===== src/rtl/mod_counter_ctrl_pkg.sv =====
// Shared encodings for the modulo counter sequencer.
// State values are visible on the state port, so they are fixed here.
package mod_counter_pkg;

    localparam int ST_W = 2;

    typedef enum logic [ST_W-1:0] {
        ST_IDLE = 2'd0,
        ST_RUN  = 2'd1,
        ST_HOLD = 2'd2,
        ST_DONE = 2'd3
    } state_t;

endpackage


===== src/rtl/mod_counter_ctrl_if.sv =====
// Control and status bundle between the sequencer and its host.
// The master drives requests and configuration; the slave reports status.
interface mod_counter_ctrl_if #(
    parameter int K = 3,
    parameter int R = 4
);
    import mod_counter_pkg::*;

    logic         start;
    logic         pause;
    logic         stop;
    logic [K-1:0] cfg_last;
    logic [R-1:0] cfg_reps;
    logic [K-1:0] counter;
    logic         busy;
    logic         wrap;
    logic         done;
    state_t       state;

    modport master (
        output start, pause, stop, cfg_last, cfg_reps,
        input  counter, busy, wrap, done, state
    );

    modport slave (
        input  start, pause, stop, cfg_last, cfg_reps,
        output counter, busy, wrap, done, state
    );

endinterface


===== src/rtl/mod_counter_ctrl_core.sv =====
// Modulo count register with terminal-count compare.
// clr has priority over en; a counting edge at terminal count rolls to 0.
module mod_counter_core #(
    parameter int K = 3
) (
    input  logic         CLK,
    input  logic         RST,
    input  logic         en,
    input  logic         clr,
    input  logic [K-1:0] last,
    output logic [K-1:0] counter,
    output logic         tc
);

    assign tc = (counter == last);

    always_ff @(posedge CLK or negedge RST) begin
        if (!RST) begin
            counter <= '0;
        end else if (clr) begin
            counter <= '0;
        end else if (en) begin
            counter <= tc ? '0 : counter + K'(1);
        end
    end

endmodule


===== src/rtl/mod_counter_ctrl.sv =====
// Start/pause/stop/repeat sequencer around a programmable modulo counter.
// Reset asserts asynchronously and releases through a two-flop synchroniser.
module mod_counter_ctrl
    import mod_counter_pkg::*;
#(
    parameter int K = 3,
    parameter int N = 8,
    parameter int R = 4
) (
    input logic               CLK,
    input logic               RST,
    mod_counter_ctrl_if.slave bus
);

    localparam logic [K-1:0] LAST_MAX = K'(N - 1);

    logic [1:0]   rst_sync;
    logic         rst_s;
    state_t       state_q;
    state_t       state_d;
    logic [K-1:0] last_q;
    logic [K-1:0] last_in;
    logic [R-1:0] reps_q;
    logic [R-1:0] rep_q;
    logic [R-1:0] rep_inc;
    logic [K-1:0] count;
    logic         tc;
    logic         en;
    logic         clr;
    logic         load;
    logic         wrap_d;
    logic         wrap_q;

    always_ff @(posedge CLK or negedge RST) begin
        if (!RST) begin
            rst_sync <= '0;
        end else begin
            rst_sync <= {rst_sync[0], 1'b1};
        end
    end

    assign rst_s = rst_sync[1];

    // Clamp only exists when the modulus does not fill the counter width.
    if (N < (1 << K)) begin : g_clamp
        assign last_in = (bus.cfg_last > LAST_MAX) ? LAST_MAX : bus.cfg_last;
    end else begin : g_noclamp
        assign last_in = bus.cfg_last;
    end

    mod_counter_core #(
        .K (K)
    ) u_core (
        .CLK     (CLK),
        .RST     (rst_s),
        .en      (en),
        .clr     (clr),
        .last    (last_q),
        .counter (count),
        .tc      (tc)
    );

    assign rep_inc = rep_q + R'(1);

    always_comb begin
        state_d = state_q;
        en      = 1'b0;
        clr     = 1'b0;
        load    = 1'b0;
        wrap_d  = 1'b0;
        unique case (state_q)
            ST_IDLE: begin
                clr = 1'b1;
                if (bus.start) begin
                    load    = 1'b1;
                    state_d = ST_RUN;
                end
            end
            ST_RUN: begin
                if (bus.stop) begin
                    clr     = 1'b1;
                    state_d = ST_IDLE;
                end else if (bus.pause) begin
                    state_d = ST_HOLD;
                end else begin
                    en = 1'b1;
                    if (tc) begin
                        wrap_d = 1'b1;
                        if (reps_q != '0 && rep_inc == reps_q) begin
                            state_d = ST_DONE;
                        end
                    end
                end
            end
            ST_HOLD: begin
                if (bus.stop) begin
                    clr     = 1'b1;
                    state_d = ST_IDLE;
                end else if (!bus.pause) begin
                    state_d = ST_RUN;
                end
            end
            ST_DONE: begin
                clr     = 1'b1;
                state_d = ST_IDLE;
            end
        endcase
    end

    always_ff @(posedge CLK or negedge rst_s) begin
        if (!rst_s) begin
            state_q <= ST_IDLE;
            last_q  <= LAST_MAX;
            reps_q  <= '0;
            rep_q   <= '0;
            wrap_q  <= 1'b0;
        end else begin
            state_q <= state_d;
            wrap_q  <= wrap_d;
            if (load) begin
                last_q <= last_in;
                reps_q <= bus.cfg_reps;
                rep_q  <= '0;
            end else if (wrap_d) begin
                rep_q <= rep_inc;
            end
        end
    end

    assign bus.counter = count;
    assign bus.busy    = (state_q == ST_RUN) || (state_q == ST_HOLD);
    assign bus.wrap    = wrap_q;
    assign bus.done    = (state_q == ST_DONE);
    assign bus.state   = state_q;

endmodule


===== src/flat_wrapper.sv =====
// flat-port wrapper written by rule: the top's interface ports become plain ports
module mod_counter_ctrl_flat import mod_counter_pkg::*;
#(
    parameter int K = 3,
    parameter int N = 8,
    parameter int R = 4
)
  (CLK, RST, bus_start, bus_pause, bus_stop, bus_cfg_last, bus_cfg_reps, bus_counter, bus_busy, bus_wrap, bus_done, bus_state);
  mod_counter_ctrl_if #(.K(K), .R(R)) bus_i ();
  input logic CLK;
  input logic RST;
  input wire logic [$bits(bus_i.start)-1:0] bus_start;
  input wire logic [$bits(bus_i.pause)-1:0] bus_pause;
  input wire logic [$bits(bus_i.stop)-1:0] bus_stop;
  input wire logic [$bits(bus_i.cfg_last)-1:0] bus_cfg_last;
  input wire logic [$bits(bus_i.cfg_reps)-1:0] bus_cfg_reps;
  output wire logic [$bits(bus_i.counter)-1:0] bus_counter;
  output wire logic [$bits(bus_i.busy)-1:0] bus_busy;
  output wire logic [$bits(bus_i.wrap)-1:0] bus_wrap;
  output wire logic [$bits(bus_i.done)-1:0] bus_done;
  output wire logic [$bits(bus_i.state)-1:0] bus_state;
  assign bus_i.start = bus_start;
  assign bus_i.pause = bus_pause;
  assign bus_i.stop = bus_stop;
  assign bus_i.cfg_last = bus_cfg_last;
  assign bus_i.cfg_reps = bus_cfg_reps;
  assign bus_counter = bus_i.counter;
  assign bus_busy = bus_i.busy;
  assign bus_wrap = bus_i.wrap;
  assign bus_done = bus_i.done;
  assign bus_state = bus_i.state;
  mod_counter_ctrl #(.K(K), .N(N), .R(R)) u_core (.CLK(CLK), .RST(RST), .bus(bus_i));
endmodule

===== config.mk =====
export PLATFORM = sky130hd
export DESIGN_NAME = mod_counter_ctrl_flat
export DESIGN_NICKNAME = d
export VERILOG_FILES = /design/src/rtl/mod_counter_ctrl_pkg.sv /design/src/rtl/mod_counter_ctrl_if.sv /design/src/rtl/mod_counter_ctrl_core.sv /design/src/rtl/mod_counter_ctrl.sv /design/src/flat_wrapper.sv
export SDC_FILE = /design/constraint.sdc
export NUM_CORES = 1
export LEC_CHECK = 0
export ABC_AREA = 1
export BUFFER_PORTS_ARGS = -buffer_cell sky130_fd_sc_hd__buf_2
export CELL_PAD_IN_SITES_DETAIL_PLACEMENT = 2
export CELL_PAD_IN_SITES_GLOBAL_PLACEMENT = 2
export CORE_ASPECT_RATIO = 2
export CORE_UTILIZATION = 31
export DETAILED_ROUTE_END_ITERATION = 12
export PLACE_DENSITY_LB_ADDON = 0.3
export RECOVER_POWER = 25
export SYNTH_ARGS = -nofsm -noshare
export SYNTH_HDL_FRONTEND = slang
export SYNTH_HIERARCHICAL = 1
export SYNTH_SLANG_ARGS = --single-unit

===== constraint.sdc =====
create_clock -name CLK -period 1.1 [get_ports CLK]
set_input_delay 0.11 -clock CLK [delete_from_list [all_inputs] [get_ports CLK]]
set_output_delay 0.11 -clock CLK [all_outputs]
set_load 0.05 [all_outputs]

== Word-level counts from Yosys, hierarchy flattened ==
Index checks and enable logic that the tools add are counted.

* Register bits: 19
* Latch bits: 0
* RAM bits: 0
* Bits in read-only memories: 0
* Output and inout bits: 8
* Logic and storage cells: 51
* Memories kept: 0

* Add/subtract/negate cells: 2
* $mul: 0
* Divide/modulo/power cells: 0
* $lt $le $gt $ge: 0
* Eq/ne operators: 9
* Shifts and indexed selects: 0
* Mux-type cells: 24
* Bitwise gates (word level): 0
* Reduce and logical (&&, ||, !) cells: 9

{| class="wikitable"
|+ Operator list
! operator !! number
|-
| $mux W2 || 7
|-
| $mux W1 || 10
|-
| $mux W3 || 3
|-
| $mux W4 || 2
|-
| $pmux W2 S4 || 1
|-
| $add A4 B1 Y4 const B || 1
|-
| $eq A2 B2 Y1 const B || 2
|-
| $eq A4 B4 Y1 || 1
|-
| $ne A4 B3 Y1 const B || 1
|-
| $ne A4 B4 Y1 const B || 1
|-
| $reduce_and A4 Y1 || 1
|-
| $reduce_bool A2 Y1 || 2
|-
| $reduce_bool A4 Y1 || 1
|-
| $reduce_or A2 Y1 || 2
|-
| $add A3 B1 Y3 const B || 1
|-
| $eq A3 B3 Y1 || 1
|-
| $ne A3 B3 Y1 const B || 1
|-
| $eq A2 B1 Y1 const B || 1
|-
| $logic_not A2 Y1 || 1
|-
| $ne A2 B2 Y1 const B || 1
|-
| $pmux W1 S2 || 1
|-
| $logic_and A1 B1 Y1 || 1
|-
| $logic_or A1 B1 Y1 || 1
|}

== Longest topological paths before layout ==
Gate-level depths: netlist of the first run.

* Depth after elaboration: 8
* Gate-level depth with buffers: 14
* Mapped depth without buffers: 14

== Hierarchy ==
The synthesis of the first run kept the hierarchy.

{| class="wikitable"
|+ By module, submodules not included
! module !! times used !! cells an instance !! area an instance (µm²)
|-
| mod_counter_ctrl || 1 || 106 || 870.8
|-
| mod_counter_core || 1 || 29 || 203.9
|}

== Worst setup path after synthesis of the first run ==
OpenSTA, ideal clock, no wires.

* Kind: flip-flop to flip-flop
* Start point: register u_core.state_q[0] (netlist: u_core/bus.state[0])
* End point: register u_core.u_core.counter[2]
* Library setup time: 0.123 ns
* Arrival time: 1.988 ns
* Required time: 0.977 ns
* Setup slack: -1.012 ns
* Stages on the path, launching flop included: 7
* Path buffers: 0
* Period minus slack after synthesis: 2.112 ns
* Path through: dfrtp_1 -> inv_1 -> ha_1 -> nand2_1 -> or2_1 -> a21oi_1 -> a21oi_1

* Word-level cells in the longest chain between the ends: 4
* Elaborated cells on any way between the ends: 10

{| class="wikitable"
|+ RTL lines
! element !! line !! RTL
|-
| start, declared || mod_counter_ctrl.sv:19 || <nowiki>state_t state_q;</nowiki>
|-
| start signal, assigned || mod_counter_ctrl.sv:118 || <nowiki>state_q <= state_d;</nowiki>
|-
| $eq A2 B2 Y1, or another cell as far along || mod_counter_ctrl.sv:71 || <nowiki>unique case (state_q)</nowiki>
|-
| $reduce_or A2 Y1 (no line) || n/a ||
|-
| $pmux W1 S2 * || mod_counter_ctrl.sv:71 ||
|-
| net u_core.clr || mod_counter_ctrl.sv:29 || <nowiki>logic clr;</nowiki>
|-
| $mux W3 or $reduce_bool A2 Y1 (tied branches) || n/a ||
|-
| end signal, assigned || mod_counter_ctrl_core.sv:23 || <nowiki>counter <= tc ? '0 : counter + K'(1);</nowiki>
|-
| end, declared || mod_counter_ctrl_core.sv:11 || <nowiki>output logic [K-1:0] counter,</nowiki>
|}

The timed path passes the listed nets; every way through them passes the cells marked *.
A chain may end at the register's enable or synchronous reset.

== Worst setup path after layout of the first run ==
* Start point: register u_core.last_q[0]
* End point: register u_core.state_q[0] (netlist: u_core/bus.state[0])

* Word-level cells in the longest chain between the ends: 3

{| class="wikitable"
|+ RTL lines
! element !! line !! RTL
|-
| start, declared || mod_counter_ctrl.sv:21 || <nowiki>logic [K-1:0] last_q;</nowiki>
|-
| start signal, assigned || mod_counter_ctrl.sv:121 || <nowiki>last_q <= last_in;</nowiki>
|-
| $eq A3 B3 Y1 || mod_counter_ctrl_core.sv:15 || <nowiki>assign tc = (counter == last);</nowiki>
|-
| net u_core.tc || mod_counter_ctrl.sv:27 || <nowiki>logic tc;</nowiki>
|-
| $ne A4 B4 Y1 (no line) || n/a ||
|-
| $reduce_and A4 Y1 (no line) || n/a ||
|}

The timed path passes the listed nets, and every way through them passes these cells.

==> impl_results.md, run 1 <==
- Run status: complete, but fails checks
- Failing checks: DRC, setup timing
- Clock sink count: 19
- Crit path depth: 13
- Largest net degree at the start of global routing: 12
- Worst min path class: in2reg
- Chip Height: between 80 and 90 um
- PnR worst setup slack: -0.9868 ns
- Root Driver: clkbuf_8
- Synth cell types: 20
- Critical path's most frequent cell: nand2_2
- CP required: approximately 1.2 ns
- CP Data Arrival Time: 2.23 ns
- Synth Area in Adders: 0.08149
- Maximum Capacitance Violations: 0
- Row Count: 29
- # IOs: 20
- Tmin final: ~2.1 ns
- Initial antenna violation count: 0
- Final setup viols: 21
- Compound-cell area share of the yosys netlist: 0.08498
- Post-synthesis async set-or-reset flop share: 1.000
- Fin. Hold Viols: 0
- Worst-path cell chain: nand2_2 -> nand2_2 -> nand3_2 -> inv_2 -> inv_2 -> a21oi_2 -> nand3_1 -> nor2_1 -> nand3_1 -> nand2_2 -> nand2_2 -> nand2_2 -> nand2_1
- Die Wd: 43.64 um
- Mux cell area share after synthesis: 0
- Routed WL per cell: between 20 and 30 um
- NumNets Final: between 200 and 250
- Core area: 3229 um^2
- Post-synth net total: 154
- Total die area: 3721 um^2
- Crit path max fanout: 3
- Syn Area/Cell: 7.961 um^2
- Post-layout util: 0.6091
- Fmax: 479.2 MHz
- Area Overhead vs Synth: 83.00%
- Max-slew violations: 0
- GRT Overall Usage: 0.3194
- Ranking of synthesized cells by area: dfrtp_1, nand2_1, ha_1
- Post-Synth XOR/XNOR Area: 0.008149
- Worst r2r path cells: 13
- HPWL after DPL: ~2800 um
- IR Drop Worst-Case VDD: 0.001393 V
- Buffer depth of the longest clock path: 2
- Clock-pin slew on the worst setup and hold paths: about 0.07 ns
- Global-route wire length before repair: 8066 um
- N_diodes: 0
- Largest family of logic cells by synthesized area: simple AND/OR/NAND/NOR gates
- Antenna Nets Post-Route: 0
- Starting Density: 0.3328
- Power Total: around 5.9 mW
- Vias: around 1300
- Top Family by Delay on Critical Path: simple AND/OR/NAND/NOR gates
- Overflow after GRT: 0
- Slowest CP cell: dfstp_2
- Tcrit/Tclk final: 1.897
- Simple-Gate Fraction of Synth Area: 0.2922
- Lkg Pwr: 0.9495 nW
- Final WL: 6224 um
- Post-synth EDFFs: 0
- Count leader, synth: nand2_1
- PD cells: 2992 nW/um^2
- FF+latch count, synth: 19
- Setup Skew: ~0.0016 ns
- Buffers & Inverters on Critical Path: 2
- Setup CP Type: reg2reg
- CTS Buf Count: 3
- Synthesized cell area: 1075 um^2
- Cells after synthesis: 135
- Drt initial violations: 28
- TritonRoute pass-1 iters: 8
- Synth area leader: dfrtp_1
- Fill count: around 300
- Synth top area share: 0.3725
- IO buf count: 19
- Critical path launch point type: flip-flop
- Synth cell count leaders: nand2_1, inv_1, dfrtp_1, nand3_1, o21ai_0
- # H-tree levels: 1
- Number of global-route vias before repair: 1454
- GP Congestion: 0.7688
- CTS tree: done
- Hold Path Stages: 3
- Share of cells above drive strength 1: 0.6193
- Critical Path End Type: flip-flop
- Max stage delay on crit path: about 0.57 ns
- Via-to-Cell Ratio: around 5.6
- Synth Warn #: 6
- Seq/Total Area, Yosys: 0.4459
- Unrepaired setup endpoints after global routing: yes
- DRC Markers: 2
- Worst-skew pair later-pin latency: around 0.26 ns
- Main flop type after synthesis: dfrtp_1
==> final cells by class <==
class	count	area [um^2]	share of cell area
multi-input combinational	93	758.2	0.3855
tap	31	38.79	0.01972
timing repair buffer	56	518.0	0.2634
inverter	24	110.1	0.05598
sequential	19	485.5	0.2468
timing repair inverter	1	11.26	0.005725
clock buffer	4	45.04	0.02290
==> power breakdown <==
group / total, mW / internal (mW) / leakage [nW] / switching (mW)
Sequential: 1.23 / 0.970 / 0.232 / 0.260
Combinational: 4.14 / 1.75 / 0.694 / 2.39
Clock: 0.512 / 0.258 / 0.0228 / 0.254
Total: 5.88 / 2.98 / 0.949 / 2.90
==> per-stage QoR <==
step / cells / cell area (um^2) / hold slack, ns / setup slack [ns] / TNS (ns)
6_report: 228 / 1967 / 0.06805 / -0.9868 / -8.241
5_1_grt: 228 / 1967 / 0.06921 / -0.9797 / -8.856
4_1_cts: 220 / 1734 / 0.04509 / -0.5967 / -5.917
3_5_place_dp: 202 / 1379 / -0.1037 / -0.5529 / -3.762
3_3_place_gp: 202 / 1379 / -0.1045 / -0.3970 / -2.851
2_1_floorplan: 135 / 1117 / -0.1856 / -0.5081 / -4.439
==> what timing repair did <==
item                                    in CTS  in global routing
buffers inserted                            11                 12
gates resized for setup                     56                 42
endpoints found under the setup margin      24                 24
hold buffers                                 1                  0
pin swaps                                   10                 22
gates cloned                                 2                  0
hold endpoints to repair                     2                  0
==> layout by cell type (no fill, tap or decap), types with 2 or more instances in the layout <==
master | Yosys | final
a21oi_2 | 0 | 3
a21oi_4 | 0 | 2
buf_12 | 0 | 2
buf_2 | 0 | 11
buf_4 | 0 | 21
buf_6 | 0 | 13
buf_8 | 0 | 7
clkbuf_1 | 0 | 2
clkbuf_8 | 0 | 3
dfrtp_1 | 16 | 11
dfrtp_2 | 0 | 5
dfstp_2 | 3 | 3
ha_1 | 7 | 4
ha_4 | 0 | 3
inv_1 | 21 | 15
inv_2 | 2 | 5
inv_4 | 0 | 3
nand2_1 | 37 | 21
nand2_2 | 5 | 17
nand2_4 | 0 | 3
nand2_8 | 0 | 2
nand3_1 | 14 | 11
nand3_2 | 1 | 3
nand4_1 | 2 | 2
nor2_4 | 1 | 2
o21ai_1 | 0 | 2
o21ai_2 | 0 | 5
o21ai_4 | 0 | 3
==> kinds of logic after synthesis <==
| group | count (synthesis) |
|---|---|
| buffers and inverters | 24 |
| adders and majority gates | 7 |
| xor gates and xnor gates | 1 |
| DFF | 19 |
| other | 1 |
| and+or+nand+nor | 65 |
| AOI/OAI and AO/OA | 18 |
==> layer usage <==
| metal | global-route usage | part of all wire | wire length [um] |
|---|---|---|---|
| met5 | 0 | 0 | 0 |
| met4 | 0.2273 | 0.053 | 332 |
| met3 | 0.04894 | 0.034 | 209 |
| met1 | 0.2777 | 0.33 | 2057 |
| met2 | 0.6065 | 0.58 | 3625 |
==> state kept, by name, summed over array words and instances (netlist names) <==
register / flops
u_core/rep_q: 4
u_core/reps_q: 4
u_core/last_q: 3
u_core/u_core/counter: 3
u_core/bus.state: 2
u_core/rst_sync: 2
u_core/bus.wrap: 1
==> tightest hold or removal path, cell delays in order <==
cell and delay, ns:
buf_2 0.10, nand2_4 0.05, nand2_2 0.04
==> worst paths after layout <==
check | start | endpoint | slack (ns)
max in group asynchronous | u_core/rst_sync[1] | u_core/bus.state[1] | 0.46
min in group asynchronous | u_core/rst_sync[1] | u_core/u_core/counter[1] | 0.14
setup / recovery | u_core/last_q[0] | u_core/bus.state[0] | -0.99
hold / removal | bus_cfg_reps[1] | u_core/reps_q[1] | 0.07
setup reg to reg | u_core/last_q[0] | u_core/bus.state[0] | -0.99
hold reg to reg | u_core/rst_sync[1] | u_core/u_core/counter[1] | 0.14
No activity file was read; power rests on OpenSTA's default activity.
==> run 2: changes to the inputs <==
--- a/config.mk
+++ b/config.mk
@@ -5,12 +5,11 @@
 export SDC_FILE = /design/constraint.sdc
 export NUM_CORES = 1
 export LEC_CHECK = 0
-export ABC_AREA = 1
 export BUFFER_PORTS_ARGS = -buffer_cell sky130_fd_sc_hd__buf_2
 export CELL_PAD_IN_SITES_DETAIL_PLACEMENT = 2
 export CELL_PAD_IN_SITES_GLOBAL_PLACEMENT = 2
 export CORE_ASPECT_RATIO = 2
-export CORE_UTILIZATION = 31
+export CORE_UTILIZATION = 34
 export DETAILED_ROUTE_END_ITERATION = 12
 export PLACE_DENSITY_LB_ADDON = 0.3
 export RECOVER_POWER = 25
==> run 2 against run 1 <==
The flow finishes with violations (setup timing). Combinational power shrank 30%. Final cell count is 26% lower. Clock-buffer cell count decreased by 1. Worst hold slack improved by 0.0093 ns. Power fell by 22%. Sequential power is 3% lower. Largest cell class unchanged.
==> impl_results.md, run 2 <==
- Run status: complete, but fails checks
- Failing checks: setup timing
- Worst R2R Setup Slack: -0.64 ns (+0.35 ns)
- Post-synth EDFFs: 0 (unchanged)
- Clock group share of total power: 0.111 (+0.024)
- Comb pwr share: 0.631 (-0.073)
- Buffers & Inverters on Critical Path: 1 (-1)
- IO buf count: 19 (unchanged)
- Share of cells above drive strength 1: 0.6714 (+0.05214)
- Largest registers: u_core/rep_q x4, u_core/reps_q x4
- Hold path endpoint: u_core/last_q[1]
- Worst r2r path cells: 7 (-6)
- Syn Area/Cell: 11.44 um^2 (+44%)
- Top Family by Delay on Critical Path: compound AO/OA/AOI/OAI gates
- Synth area leader: dfrtp_1
- Fmax: 574.4 MHz (+20%)
- Largest net degree at the start of global routing: 18 (+6)
- Post-synthesis async set-or-reset flop share: 1.000 (unchanged)
- Unrepaired setup endpoints after global routing: yes
- CTS Buf Count: 3 (unchanged)
- Max stage delay on crit path: 0.43 ns (-0.14 ns)
- Setup_tns: -6.702 ns (+1.539 ns)
- Design area: 1722 um^2 (-12%)
- Post-layout util: 0.6140 (+0.004946)
- Seq/Total Area, Yosys: 0.4705 (+0.02465)
- Synth Warn #: 6 (unchanged)
- Hold WS: 0.07733 ns (+0.009279 ns)
- Tmin final: 1.741 ns (-0.3459 ns)
- Drt initial violations: 7 (-75%)
- Global-route wire length before repair: 4609 um (-43%)
- Synth top area share: 0.3931 (+0.02059)
- Max-slew violations: 0 (unchanged)
- Area after DPL: 1351 um^2 (-2.0%)
- Vias: 903 (-29%)
- Crit path from: u_core/bus.state[1]
- Worst hold start: bus_cfg_last[1]
- Starting Density: 0.3632 (+0.03041)
- Worst-path cell chain: buf_6 -> ha_1 -> nor2b_1 -> a21oi_1 -> o21ai_0 -> o21ai_0 -> a21oi_4
- Buffer depth of the longest clock path: 2 (unchanged)
- R2r endpoint: u_core/bus.state[1]
- Critical path's most frequent cell: o21ai_0
- CP required: 1.23 ns (about the same)
- # H-tree levels: 1 (unchanged)
- Synth cell types: 32 (+60%)
- Total die area: 3232 um^2 (-13%)
- DRC Markers: 0 (-2)
- Setup slack at placement: -0.6002 ns (-0.04733 ns)
- Power Total: 4.606 mW (-22%)
- PD cells: 2675 nW/um^2 (-11%)
- Die Wd: 40.70 um (-6.7%)
- Initial antenna violation count: 0 (unchanged)
- Clock sink count: 19 (unchanged)
- Int Power: 2.616 mW (-12%)
- Worst-skew pair later-pin latency: 0.27 ns (about the same)
- Synth cell count leaders: dfrtp_1, a21oi_1, ha_1, mux2_2
- TritonRoute pass-1 iters: 4 (-4)
- Cells after synthesis: 89 (-34%)
- # IOs: 20 (unchanged)
- Lkg Pwr: 0.7362 nW (-22%)
- Critical path launch point type: flip-flop
- Seq pwr share: 0.258 (+0.049)
- Fin. Hold Viols: 0 (unchanged)
- NumNets Final: 160 (-26%)
- Critical Path End Type: flip-flop
- Non-Filler Instances: 169 (-26%)
- Switching power total: 1.990 mW (-31%)
- Ranking of synthesized cells by area: dfrtp_1, ha_1, dfstp_2
- Number of global-route vias before repair: 984 (-32%)
- Final setup viols: 20 (-4.8%)
- PnR worst setup slack: -0.6409 ns (+0.3459 ns)
- Via-to-Cell Ratio: 5.343 (-4.0%)
- R2r startpoint: u_core/bus.state[1]
- Synthesized cell area: 1018 um^2 (-5.2%)
- GRT Overall Usage: 0.2155 (-0.1040)
- Main flop type after synthesis: dfrtp_1
- Worst min path class: in2reg
- Overflow after GRT: 0 (unchanged)
- Slowest CP cell: dfrtp_2
- Routed WL per cell: 24.06 um (-12%)
- Root Driver: clkbuf_8
- CTS tree: done
- Chip Height: 79.40 um (-6.9%)
- Area Overhead vs Synth: 69.04%
- Row Count: 27 (-6.9%)
- CP Data Arrival Time: 1.88 ns (-0.35 ns)
- N_diodes: 0 (unchanged)
- Setup CP Type: reg2reg
- Tcrit/Tclk final: 1.583 (-0.3144)
- Maximum Capacitance Violations: 0 (unchanged)
- Commonest non-fill, non-tap cell in the layout: buf_4
- IR Drop Worst-Case VDD: 0.001388 V (-0.35%)
- Antenna Nets Post-Route: 0 (unchanged)
- Final WL: 4066 um (-35%)
- Crit path max fanout: 5 (+2)
- Post-synth net total: 108 (-30%)
- GP Congestion: 0.8032 (+4.5%)
- Core area: 2804 um^2 (-13%)
- Most frequent cells in the layout: buf_4, buf_6, buf_2, dfrtp_1
- FF+latch count, synth: 19 (unchanged)
- Hold Path Stages: 2 (-1)
- HPWL after DPL: 2184 um (-22%)
- Switching Share: 0.4321 (-0.06128)
- Clock-pin slew on the worst setup and hold paths: 0.08 ns (about the same)
- DP Cell Count: 159 (-21%)
- Count leader, synth: dfrtp_1
- Setup Skew: 0.006692 ns (+0.005142 ns)
run 2: changes by cell type in the layout (fill, tap and decap cells not counted), moves of 4 or more:
cell	before	now
a21oi_1	1	5
buf_4	21	15
inv_1	15	2
mux2_2	0	7
nand2_1	21	0
nand2_2	17	1
nand3_1	11	1
o21ai_2	5	1
run 2: layout make-up:
type,instances,area [um^2]
clock buffers,3,41.29
flip-flops and latches,19,485.5
fillers,250,1082
repair buffers,48,426.7
inverters,4,15.01
multi-input cells,65,711.9
clock inverters,1,5.005
well taps,29,36.28
run 2: cell families (layout without fill, tap and decap cells):
logic type | after synthesis | after routing | synth area share
adders and majority gates | 7 | 7 | 0.08599
buffers and inverters | 5 | 56 | 0.02211
xor gates and xnor gates | 10 | 10 | 0.08599
other | 1 | 1 | 0.003682
muxes | 8 | 8 | 0.08723
DFF | 19 | 19 | 0.4705
and+or+nand+nor | 21 | 21 | 0.1327
AOI/OAI and AO/OA | 18 | 18 | 0.1118
run 2: repair_timing:
action,in CTS,in global routing
pin swaps,4,8
hold buffers,1,0
endpoints found under the setup margin,24,23
gates resized for setup,36,26
setup buffers,2,4
endpoints found under the hold margin,2,0
run 2: worst max-delay path by stage:
| stage | to | slack, ns | depth (start not counted) |
|---|---|---|---|
| after floorplan | u_core/rep_q[3] | -0.64 | 8 |
| after global placement | u_core/bus.state[0] | -0.56 | 6 |
| after detailed placement | u_core/bus.state[0] | -0.60 | 6 |
| after CTS | u_core/bus.state[0] | -0.60 | 6 |
| after global routing | u_core/bus.state[1] | -0.72 | 7 |
| final | u_core/bus.state[1] | -0.64 | 7 |
run 2: power by group through the flow:
stage          Sequential (mW)  Combinational [mW]  Clock, mW
4_1_cts                   1.14                2.40      0.495
2_1_floorplan             1.30                1.05          0
6_report                  1.19                2.90      0.511
3_3_place_gp              1.10                1.88          0
5_1_grt                   1.20                3.07      0.544
3_5_place_dp              1.12                1.96          0
run 2: metal layers:
| metal | global-route usage | up-vias | wire, um |
|---|---|---|---|
| li1 | - | 414 | - |
| met4 | 0.07333 | 0 | 117 |
| met2 | 0.4016 | 25 | 2394 |
| met5 | 0 | - | 0 |
| met1 | 0.2085 | 454 | 1477 |
| met3 | 0.04457 | 10 | 77 |
